`src/rtl/cache_control_two_cycle_if.sv`:
```
// CPU-side request/response and physical-memory handshake of the cache controller.
interface cache_control_two_cycle_if;
  logic mem_read;
  logic mem_write;
  logic mem_resp;
  logic pmem_read;
  logic pmem_write;
  logic pmem_resp;

  // Environment side: CPU requester plus physical memory responder
  modport master (
    output mem_read, mem_write, pmem_resp,
    input  mem_resp, pmem_read, pmem_write
  );

  // Controller side
  modport slave (
    input  mem_read, mem_write, pmem_resp,
    output mem_resp, pmem_read, pmem_write
  );
endinterface

```
`src/rtl/cache_control_two_cycle.sv`:
```
// Sequencing FSM for a 2-way, two-cycle cache: tag compare, dirty writeback,
// line fill, refetch and PLRU update, plus saturating hit/miss counters.
// Array write enables are active-low. Outputs decode the current state, and in
// COMPARE/FILL also the same-cycle hit/pmem_resp, so an asynchronous reset
// releases pmem_read/pmem_write and all write enables at once.
module cache_control_two_cycle #(
  parameter int CNT_W = 32
) (
  input  logic                     clk,
  input  logic                     rst,
  cache_control_two_cycle_if.slave bus,
  input  logic                     hit,
  input  logic                     hit_path,
  input  logic                     lru_path,
  input  logic                     lru_valid_bit,
  input  logic                     lru_dirty_bit,
  output logic [1:0]               load_tag_array,
  output logic [1:0]               load_valid_array,
  output logic [1:0]               load_data_array,
  output logic [1:0]               load_dirty_array,
  output logic [1:0]               dirty_input_array,
  output logic                     load_lru,
  output logic                     lru_input,
  output logic                     addr_bit,
  output logic                     data_bit,
  output logic [CNT_W-1:0]         hit_count,
  output logic [CNT_W-1:0]         miss_count
);

  typedef enum logic [2:0] {
    IDLE      = 3'd0,
    COMPARE   = 3'd1,
    WRITEBACK = 3'd2,
    FILL      = 3'd3,
    REFETCH   = 3'd4
  } state_t;

  state_t state;
  logic   is_write;

  // A request with both strobes set is handled as a write.
  assign is_write = bus.mem_write;

  function automatic logic [CNT_W-1:0] sat_inc(input logic [CNT_W-1:0] v);
    return (&v) ? v : v + CNT_W'(1);
  endfunction

  // State sequencing and saturating performance counters
  always_ff @(posedge clk or negedge rst) begin
    if (!rst) begin
      state      <= IDLE;
      hit_count  <= '0;
      miss_count <= '0;
    end else begin
      unique case (state)
        IDLE: begin
          if (bus.mem_read | bus.mem_write) state <= COMPARE;
        end
        COMPARE: begin
          if (hit) begin
            hit_count <= sat_inc(hit_count);
            state     <= IDLE;
          end else begin
            miss_count <= sat_inc(miss_count);
            state      <= (lru_valid_bit & lru_dirty_bit) ? WRITEBACK : FILL;
          end
        end
        WRITEBACK: begin
          if (bus.pmem_resp) state <= FILL;
        end
        FILL: begin
          if (bus.pmem_resp) state <= REFETCH;
        end
        REFETCH: begin
          // Re-read the SRAM so the freshly filled line is compared next.
          state <= COMPARE;
        end
        default: state <= IDLE;
      endcase
    end
  end

  // Datapath controls, handshakes and array write enables
  always_comb begin
    load_tag_array    = 2'b11;
    load_valid_array  = 2'b11;
    load_data_array   = 2'b11;
    load_dirty_array  = 2'b11;
    dirty_input_array = 2'b00;
    load_lru          = 1'b1;
    lru_input         = 1'b0;
    addr_bit          = 1'b0;
    data_bit          = 1'b0;
    bus.mem_resp      = 1'b0;
    bus.pmem_read     = 1'b0;
    bus.pmem_write    = 1'b0;
    case (state)
      COMPARE: begin
        if (hit) begin
          bus.mem_resp = 1'b1;
          load_lru     = 1'b0;
          lru_input    = hit_path;
          if (is_write) begin
            load_data_array[hit_path]   = 1'b0;
            load_dirty_array[hit_path]  = 1'b0;
            dirty_input_array[hit_path] = 1'b1;
          end
        end
      end
      WRITEBACK: begin
        addr_bit       = 1'b1;
        bus.pmem_write = 1'b1;
      end
      FILL: begin
        bus.pmem_read = 1'b1;
        // The victim way is written only in the cycle the line arrives.
        if (bus.pmem_resp) begin
          data_bit                   = 1'b1;
          load_data_array[lru_path]  = 1'b0;
          load_tag_array[lru_path]   = 1'b0;
          load_valid_array[lru_path] = 1'b0;
          load_dirty_array[lru_path] = 1'b0;
        end
      end
      default: ;
    endcase
  end

endmodule

```
`src/flat_wrapper.sv`:
```
// flat-port wrapper written by rule: the top's interface ports become plain ports
module cache_control_two_cycle_flat 
#(
  parameter int CNT_W = 32
)
  (clk, rst, hit, hit_path, lru_path, lru_valid_bit, lru_dirty_bit, load_tag_array, load_valid_array, load_data_array, load_dirty_array, dirty_input_array, load_lru, lru_input, addr_bit, data_bit, hit_count, miss_count, bus_mem_read, bus_mem_write, bus_pmem_resp, bus_mem_resp, bus_pmem_read, bus_pmem_write);
  cache_control_two_cycle_if bus_i ();
  input  logic clk;
  input  logic rst;
  input  logic hit;
  input  logic hit_path;
  input  logic lru_path;
  input  logic lru_valid_bit;
  input  logic lru_dirty_bit;
  output logic [1:0] load_tag_array;
  output logic [1:0] load_valid_array;
  output logic [1:0] load_data_array;
  output logic [1:0] load_dirty_array;
  output logic [1:0] dirty_input_array;
  output logic load_lru;
  output logic lru_input;
  output logic addr_bit;
  output logic data_bit;
  output logic [CNT_W-1:0] hit_count;
  output logic [CNT_W-1:0] miss_count;
  input wire logic [$bits(bus_i.mem_read)-1:0] bus_mem_read;
  input wire logic [$bits(bus_i.mem_write)-1:0] bus_mem_write;
  input wire logic [$bits(bus_i.pmem_resp)-1:0] bus_pmem_resp;
  output wire logic [$bits(bus_i.mem_resp)-1:0] bus_mem_resp;
  output wire logic [$bits(bus_i.pmem_read)-1:0] bus_pmem_read;
  output wire logic [$bits(bus_i.pmem_write)-1:0] bus_pmem_write;
  assign bus_i.mem_read = bus_mem_read;
  assign bus_i.mem_write = bus_mem_write;
  assign bus_i.pmem_resp = bus_pmem_resp;
  assign bus_mem_resp = bus_i.mem_resp;
  assign bus_pmem_read = bus_i.pmem_read;
  assign bus_pmem_write = bus_i.pmem_write;
  cache_control_two_cycle #(.CNT_W(CNT_W)) u_core (.clk(clk), .rst(rst), .bus(bus_i), .hit(hit), .hit_path(hit_path), .lru_path(lru_path), .lru_valid_bit(lru_valid_bit), .lru_dirty_bit(lru_dirty_bit), .load_tag_array(load_tag_array), .load_valid_array(load_valid_array), .load_data_array(load_data_array), .load_dirty_array(load_dirty_array), .dirty_input_array(dirty_input_array), .load_lru(load_lru), .lru_input(lru_input), .addr_bit(addr_bit), .data_bit(data_bit), .hit_count(hit_count), .miss_count(miss_count));
endmodule
```
`config.mk`:
```
export PLATFORM = sky130hd
export DESIGN_NAME = cache_control_two_cycle_flat
export DESIGN_NICKNAME = d
export VERILOG_FILES = /design/src/rtl/cache_control_two_cycle_if.sv /design/src/rtl/cache_control_two_cycle.sv /design/src/flat_wrapper.sv
export SDC_FILE = /design/constraint.sdc
export NUM_CORES = 1
export LEC_CHECK = 0
export CAP_MARGIN = 20
export CORE_MARGIN = 4
export CORE_UTILIZATION = 49
export DETAILED_ROUTE_END_ITERATION = 8
export PLACE_DENSITY = 0.86
export REMOVE_ABC_BUFFERS = 1
export SYNTH_ARGS = -nofsm -noshare
export SYNTH_HDL_FRONTEND = slang
export SYNTH_SLANG_ARGS = --single-unit
```
`constraint.sdc`:
```
create_clock -name clk -period 2.1 [get_ports clk]
set_input_delay 0.21 -clock clk [delete_from_list [all_inputs] [get_ports clk]]
set_output_delay 0.21 -clock clk [all_outputs]
set_load 0.03 [all_outputs]
```
==> impl_results.md <==
* Via density at 5.37
* Switching power at between 1000 and 1500 uW
* DIE AREA at 8320 sq um
* Status: complete, no violations
* Post-route cell area at around 4800 sq um
* Leading area contributor after synthesis: dfrtp_1
* GPL Wtd Cong at between 0.8 and 0.9
* Max Freq at roughly 0.5 GHz
* Relative slew slack at 0.494
* Flop pwr share at 0.387
* Vert. Die Dim at a little over 90 um
* GR Util All Layers at 0.202
* Wirelength per Cell at around 16 um
* Largest net degree at the start of global routing at 37
* Crit-path most repeated cell: nand4_1
* Critical path endpoint category: register
* Yosys top cell area share at 0.494
* Internal Pwr Total at around 2600 uW
* Tot Pwr at approximately 3900 uW
* Initial DRC count at approximately 160
* Max H-tree Level at 3
* Core Util, Final at 0.712
* Endpoints failing hold at 0
* Initial antenna violation count at 0
* Initial Util at 0.502
* GR Overflow Total at 0
* WP data arrival at 2.28 ns
* Tmin final at ~2.0 ns
* Hold WC Path Type: input port to asynchronous set/reset pin
* Max Fanout on Critical Path at 4
* CP Cell Sequence: ha_2 -> nand4_1 -> or3_4 -> nor2_2 -> nand4_1 -> nor3_2 -> xor2_1
* First-pass DRT Iterations at 4
* Placed cell area at around 4500 sq um
* Setup TNS at 0 ns
* Boundary Pins at 91
* Mean post-synth cell area at around 10 sq um
* Worst VDD drop at 0.000615 V
* Die W at approximately 91 um
* CTS tree: done
* Max Slew Vio Count at 0
* Post-DRT Antenna Nets at 0
* Top cells by count, synth: 67 x dfrtp_1, 42 x nand2_1, 33 x xnor2_1
* # Max-Cap Violations at 0
* Final Cycle Share at 0.959
* HPWL Detailed at 6080 um
* Area delta synth->final at 41.9%
* Worst path bufs/invs at 0
* Final Net Count at 459
* CP top delay family: simple AND/OR/NAND/NOR gates
* Root buf cell: clkbuf_8
* CP startpoint kind: register
* PortBufs at 90
* CTS sink cnt at 67
* Required time worst endpoint at between 2 and 2.5 ns
* Clock latency on the worst-skew pair at 0.34 ns
* Mapped Cells at 326
* Diode count at 0
* Comb pwr share at 0.329
* Fraction of power spent switching nets at 0.343
* Synth top area cells: dfrtp_1 49%, xnor2_1 8.5%, xor2_1 7.0%
* Leak at roughly 0.0022 uW
* Vias in the first global route at approximately 2800
* Critical path's slowest cell: or3_4
* PD cells at just over 800 nW/um^2
* Crit path largest cell delay at between 0.4 and 0.5 ns
* Vias at around 2900
* Max clock buf depth at 2
* CTS Buf Count at 9
* Number of cell rows at 30
* Post-Syn Area at 3390 sq um
* Core area at 6760 sq um
* Most frequent cell after synthesis: dfrtp_1
* # setup viols final at 0
* Slew @ Worst Pin at 0.759 ns
* Share of cells above drive strength 1 at 0.190
* Ys async rst share at 1.00
* Yosys reg bits at 67
* Post-synthesis cell type count at 47
* Most used DFF post-synth: dfrtp_1
* Clk slew on worst S/H paths at 0.08 ns
* EDFF count, synth at 0
* DRC Markers at 0
* Seq/Total Area, Yosys at 0.494
* WS Path Type: register to register
* Clk pwr share at 0.284
* Final Skew at ~0.016 ns
* Worst hold slack at about 0.47 ns
* Global-route wire length before repair at 13700 um
* Warnings from Yosys at 0
* Detailed-route wire length at 8320 um
[worst register-to-register path, delay by kind of cell (launching register included)]
kind,cells,cell delay (ns)
flip-flops,1,0.35
AND/OR/NAND/NOR,5,1.25
adder cells (fa/ha/maj),1,0.19
XOR/XNOR,1,0.16
[kinds of logic after synthesis]
group                      synth area share
AOI/OAI and AO/OA                    0.0321
buffers and inverters                0.0310
adders and majority gates           0.00738
xor gates and xnor gates              0.155
DFF                                   0.494
muxes                               0.00664
and+or+nand+nor                       0.274
[repair_timing]
action | in CTS | in global routing
endpoints found under the setup margin | 10 | 35
hold buffers | 1 | 0
pin swaps | 0 | 6
endpoints found under the hold margin | 31 | 0
setup buffers | 0 | 4
resized for setup | 10 | 18
[registers in the layout, indices dropped and copies added, names as in the netlist]
signal,cells
u_core.hit_count,32
u_core.miss_count,32
u_core.state,3
[layout make-up]
| type | count | area [sq um] |
|---|---|---|
| fillers | 499 | 1940 |
| flip-flops and latches | 67 | 1680 |
| multi-input cells | 241 | 1680 |
| repair buffers | 120 | 1120 |
| clock buffers | 13 | 159 |
| well taps | 80 | 100 |
| clock inverters | 3 | 46.3 |
| inverters | 8 | 32.5 |
[metal layers]
metal	up-vias	track usage	part of all wire
met4	0	0.0754	0.015
met2	104	0.337	0.50
li1	1352	-	-
met5	-	0	0
met3	9	0.0323	0.057
met1	1393	0.266	0.43
[through the flow]
step | std cells | worst slack (ns)
5_1_grt | 532 | -0.0858
2_1_floorplan | 316 | -0.495
3_3_place_gp | 511 | 0.0692
3_5_place_dp | 511 | 0.0654
4_1_cts | 528 | 0.0370
6_report | 532 | 0.0871
[final timing paths]
path	start	to	cells past startpoint	slack [ns]
min in group clk	u_core.hit_count[6]$_DFFE_PN0P_	u_core.hit_count[6]$_DFFE_PN0P_	1	0.50
hold reg to reg	u_core.hit_count[6]$_DFFE_PN0P_	u_core.hit_count[6]$_DFFE_PN0P_	1	0.50
max in group asynchronous	rst	u_core.hit_count[24]$_DFFE_PN0P_	3	0.97
hold / removal	rst	u_core.miss_count[11]$_DFFE_PN0P_	2	0.47
setup / recovery	u_core.miss_count[0]$_DFFE_PN0P_	u_core.miss_count[28]$_DFFE_PN0P_	7	0.09
setup reg to reg	u_core.miss_count[0]$_DFFE_PN0P_	u_core.miss_count[28]$_DFFE_PN0P_	7	0.09
[layout by cell type, fill, tap and decap left out, types with 2 or more instances in the layout]
cell type and count:
and3_1 6, nor4_2 5, nor4_1 2, nor2_1 26, xnor2_1 33, nand2_1 42
dlygate4sd2_1 10, nor3_2 3, nor2_2 4, clkbuf_1 2, nor3_1 11, nand4_1 13
and2_1 3, xor2_1 27, nand2b_1 2, nand3_2 3, clkbuf_8 11, buf_4 33
inv_1 7, nor4_4 2, dfrtp_1 66, nand3_1 19, clkdlybuf4s50_1 73, and4_1 6
and4_2 2, buf_12 2, a21oi_1 5
[power by group through the flow]
stage	sequential (uW)	clock [uW]	combinational, uW
6_report	1500	1110	1280
5_1_grt	1520	1170	1380
4_1_cts	1500	1120	1270
3_5_place_dp	1530	0	1290
3_3_place_gp	1520	0	1250
2_1_floorplan	1720	0	481
Note: power is estimated with default switching activity, not from simulation.
